<file path="src/rtl/memory_reader.sv">
// Captures four parallel words on start and streams len+1 of them out over a
// valid/ready handshake, followed by a one-cycle done pulse.
//
// state | meaning
// ------+---------------------------------------------------------------
// IDLE  | waiting for start; words retained from the last capture
// SEND  | offering mem_q[out_idx] until the handshake on index len_q
// DONE  | one-cycle done pulse, then back to IDLE unconditionally
module memory_reader #(
  parameter int WIDTH = 10
) (
  input  logic             clk,
  input  logic             rst,
  input  logic             start,
  input  logic [1:0]       len,
  input  logic [WIDTH-1:0] In0,
  input  logic [WIDTH-1:0] In1,
  input  logic [WIDTH-1:0] In2,
  input  logic [WIDTH-1:0] In3,
  output logic [WIDTH-1:0] out_data,
  output logic             out_valid,
  input  logic             out_ready,
  output logic             out_last,
  output logic [1:0]       out_idx,
  output logic             busy,
  output logic             done
);

  typedef enum logic [1:0] {IDLE, SEND, DONE} state_t;

  state_t           state;
  logic [WIDTH-1:0] mem_q [4];
  logic [1:0]       len_q;
  logic             hs;
  logic [1:0]       nxt_idx;

  assign hs      = out_valid & out_ready;
  assign nxt_idx = out_idx + 2'd1;

  always_ff @(posedge clk or posedge rst) begin
    if (rst) begin
      state     <= IDLE;
      for (int i = 0; i < 4; i++) mem_q[i] <= '0;
      len_q     <= 2'd0;
      out_data  <= '0;
      out_valid <= 1'b0;
      out_last  <= 1'b0;
      out_idx   <= 2'd0;
      busy      <= 1'b0;
      done      <= 1'b0;
    end else begin
      case (state)
        IDLE: begin
          done <= 1'b0;
          if (start) begin
            mem_q[0]  <= In0;
            mem_q[1]  <= In1;
            mem_q[2]  <= In2;
            mem_q[3]  <= In3;
            len_q     <= len;
            out_data  <= In0;
            out_valid <= 1'b1;
            out_last  <= (len == 2'd0);
            out_idx   <= 2'd0;
            busy      <= 1'b1;
            state     <= SEND;
          end
        end
        SEND: begin
          // Without a handshake every output simply holds.
          if (hs) begin
            if (out_idx == len_q) begin
              out_valid <= 1'b0;
              out_last  <= 1'b0;
              busy      <= 1'b0;
              done      <= 1'b1;
              state     <= DONE;
            end else begin
              out_idx  <= nxt_idx;
              out_data <= mem_q[nxt_idx];
              out_last <= (nxt_idx == len_q);
            end
          end
        end
        DONE: begin
          done  <= 1'b0;
          state <= IDLE;
        end
        default: begin
          out_valid <= 1'b0;
          out_last  <= 1'b0;
          busy      <= 1'b0;
          done      <= 1'b0;
          state     <= IDLE;
        end
      endcase
    end
  end

endmodule

</file>
<file path="config.mk">
export PLATFORM = sky130hd
export DESIGN_NAME = memory_reader
export DESIGN_NICKNAME = d
export VERILOG_FILES = /design/src/rtl/memory_reader.sv
export SDC_FILE = /design/constraint.sdc
export NUM_CORES = 1
export LEC_CHECK = 0
export CAP_MARGIN = 40
export CORE_MARGIN = 3
export CORE_UTILIZATION = 54
export DETAILED_ROUTE_END_ITERATION = 12
export GPL_ROUTABILITY_DRIVEN = 0
export HOLD_SLACK_MARGIN = 0.15
export PLACE_DENSITY = 0.94
export SYNTH_ARGS = -nofsm -noshare
export SYNTH_HDL_FRONTEND = slang
export SYNTH_SLANG_ARGS = --single-unit
</file>
<file path="constraint.sdc">
create_clock -name clk -period 4.7 [get_ports clk]
set_input_delay 0.705 -clock clk [delete_from_list [all_inputs] [get_ports clk]]
set_output_delay 0.705 -clock clk [all_outputs]
set_load 0.01 [all_outputs]
</file>
==> results.yml <==
run_status:
  status: "complete, no violations"
clock_tree:
  holdBufCountCts: 0
  cts_buffers: 9
  h-tree-depth: 3
  root_buffer: "clkbuf_8"
  postCtsResizedCells: 0
  clock-sinks: 59
  post-cts-setup-buffer-count: 0
  clk_latency_ns: 0.34
  cts_buffer_depth: 2
  path_clk_slew_ns: 0.06
  cts_tree: "yes"
drt:
  top_layer_used: "met4"
  wirelength_um: 5900
  wl_met1_um: 2550
  wl_per_cell_um: 17.4
  wl_met3_um: 317
  detail_route.first_pass.iterations: 4
  postRouteAntennaNets: 0
  drc: 0
  vias: 1914
  wl_met2_um: 2990
  drt_iter0_drc: 107
  drt-vias-per-instance: 5.65
yosys:
  yosysTopAreaCellShare_pct: 53.0
  synth_edf_count: 0
  yosysTopAreaCell: "dfrtp_1"
  synthCells: 207
  async_flop_share_pct: 100
  synth_top_flop_cell: "dfrtp_1"
  ys_warn_count: 0
  netlist_top_cells_area: "dfrtp_1 53%, mux2_2 25%, mux2i_1 3.6%"
  ys_types: 30
  synth-seq-cells: 59
  synth_nets: 253
  synth.most_common_cell: "mux2_2"
  synth_area_per_cell_sq_um: 13.5
  synth_area_sq_mm: 0.00279
  seq_area_frac_synth_pct: 53.0
  yosys-top-cells-count: "62 x mux2_2, 59 x dfrtp_1, 10 x a22oi_1, 10 x mux2i_1, 10 x o31ai_1"
sta:
  tightestPinTransition_ns: 0.725
  fin_crit_sh_pct: 56.4
  timing.hold.ws_ns: 0.501
  tns_ns: 0
  fin_worst_skew_ns: 0.00803
  fmax_mhz: 377
  hold_viol_final: 0
  period_needed_ns: 2.65
  slew_violations: 0
  slew-limit-headroom_pct: 51.6
  grt_setup_unrepaired: "no"
  setup_violations: 0
global_routing:
  antenna_found_initial: 0
  gr-total-overflow: 0
  grt_use_total_pct: 21.1
  grt_pass1_wl_um: 9700
  grt_pass1_vias: 1959
  grt_max_degree: 60
pwr:
  p_leak_nw: 1.48
  powerDensity_mw_per_mm2: 673
  irDropWorstVdd_mv: 0.403
  p_total_mw: 2.44
die:
  die_h_um: 77.8
  die_w_um: 77.8
  pin_count: 62
  start_util_pct: 57.5
  die-area_sq_mm: 0.00606
  core-area_sq_mm: 0.00485
  row_count: 25
place:
  io_buffer_count: 61
  dp_hpwl_um: 4030
  dp.cells: 323
setup_path:
  crit_family: "buffers and inverters"
  crit_chain: "clkdlybuf4s50_1, nor2b_1, nor2b_4, buf_4, a31oi_4, mux2_2"
  critPathLaunchType: "input port"
  cpPeakStageDelay_ns: 0.55
  worst-path-stages: 6
  worstRegToRegCells: 5
  end_kind: "flip-flop"
  r2r_slack_ns: 2.28
  critPathMaxFanout: 25
  crit_arrival_ns: 2.87
  timing.rr.start: "out_idx[1]$_DFFE_PP0P_"
  r2r_end: "out_data[8]$_DFFE_PP0P_"
  worstPathRequired_ns: 4.92
  cp_slowest_cell: "nor2b_4"
  crit_type: "input port to flip-flop"
  path_buf_inv: 2
layout:
  n_antenna_cell: 0
  area_growth_pct: 30.2
  drive_above_1_share_pct: 30.9
  fill_cells: 319
  instances_no_fill: 339
  final_nets: 313
hold_path:
  hold_path.class: "flip-flop to flip-flop"
  hold_depth: 1
  worstHoldStart: "mem_q[15]$_DFFE_PP0P_"
  min_to: "mem_q[15]$_DFFE_PP0P_"
job:
  drv_cap: 0
[per-stage QoR]
step                      utilization (%)  setup WS [ns]  instance area (sq um)
after floorplan                         -           2.54                   2790
after global placement               70.6           1.80                   3420
after detailed placement             70.9           1.72                   3440
after CTS                            74.8           2.07                   3630
after global routing                 74.8           1.91                   3630
final                                74.8           2.05                   3630
[worst register-to-register path: cells and delay by family (launching register included)]
family / cells / cell delay, ns
AOI/OAI and AO/OA: 2 / 0.65
muxes: 1 / 0.39
buffers and inverters: 1 / 0.37
xor gates and xnor gates: 1 / 0.13
DFF: 1 / 0.76
[layer usage]
metal / vias up / global-route usage, %
li1: 886 / -
met1: 968 / 27.0
met2: 52 / 34.1
met3: 8 / 7.77
met4: 0 / 5.34
met5: - / 0
[sequential cells by signal, summed over array words and instances, names as in the netlist]
register,cells
out_data,10
busy,1
len_q,2
done,1
mem_q,40
out_last,1
out_idx,2
state,2
[report_power, final]
group,leakage [nW],switching [mW],internal (mW)
Combinational,0.672,0.419,0.609
Sequential,0.709,0.202,0.764
Clock,0.0947,0.188,0.259
Total,1.48,0.809,1.63
[layout by cell type (no fill, tap or decap), drive strengths merged, types with 2 or more instances in the layout]
cell type	Yosys	routed
nor2	8	8
inv	2	2
mux2	62	62
o31ai	10	10
nor2b	4	4
a22oi	10	10
o311ai	2	2
clkbuf	3	14
clkdlybuf4s50	0	61
mux2i	10	10
buf	13	4
a21oi	3	3
xor2	2	2
nand2	7	7
dfrtp	59	59
[layout make-up]
cell class / instances / area (sq um) / area share (%)
clock inverters: 2 / 35.0 / 0.966
flip-flops and latches: 59 / 1480 / 40.7
well taps: 67 / 83.8 / 2.31
repair buffers: 65 / 648 / 17.9
multi-input cells: 130 / 1220 / 33.7
clock buffers: 14 / 153 / 4.21
inverters: 2 / 7.51 / 0.207
[worst max-delay path by stage]
stage	startpoint	to	slack (ns)
after detailed placement	start	out_data[8]$_DFFE_PP0P_	1.72
after floorplan	rst	busy$_DFFE_PP0P_	2.54
after global placement	start	out_data[8]$_DFFE_PP0P_	1.80
after global routing	start	out_data[8]$_DFFE_PP0P_	1.91
final	start	out_data[8]$_DFFE_PP0P_	2.05
after CTS	start	out_data[8]$_DFFE_PP0P_	2.07
[kinds of logic after synthesis]
logic type	share of synthesized area [%]
AND/OR/NAND/NOR	4.13
multiplexers	28.6
AO/OA/AOI/OAI	9.30
flip-flops	53.0
buffers and inverters	3.37
XOR/XNOR	1.57
Power figures use the tool's default switching activity.
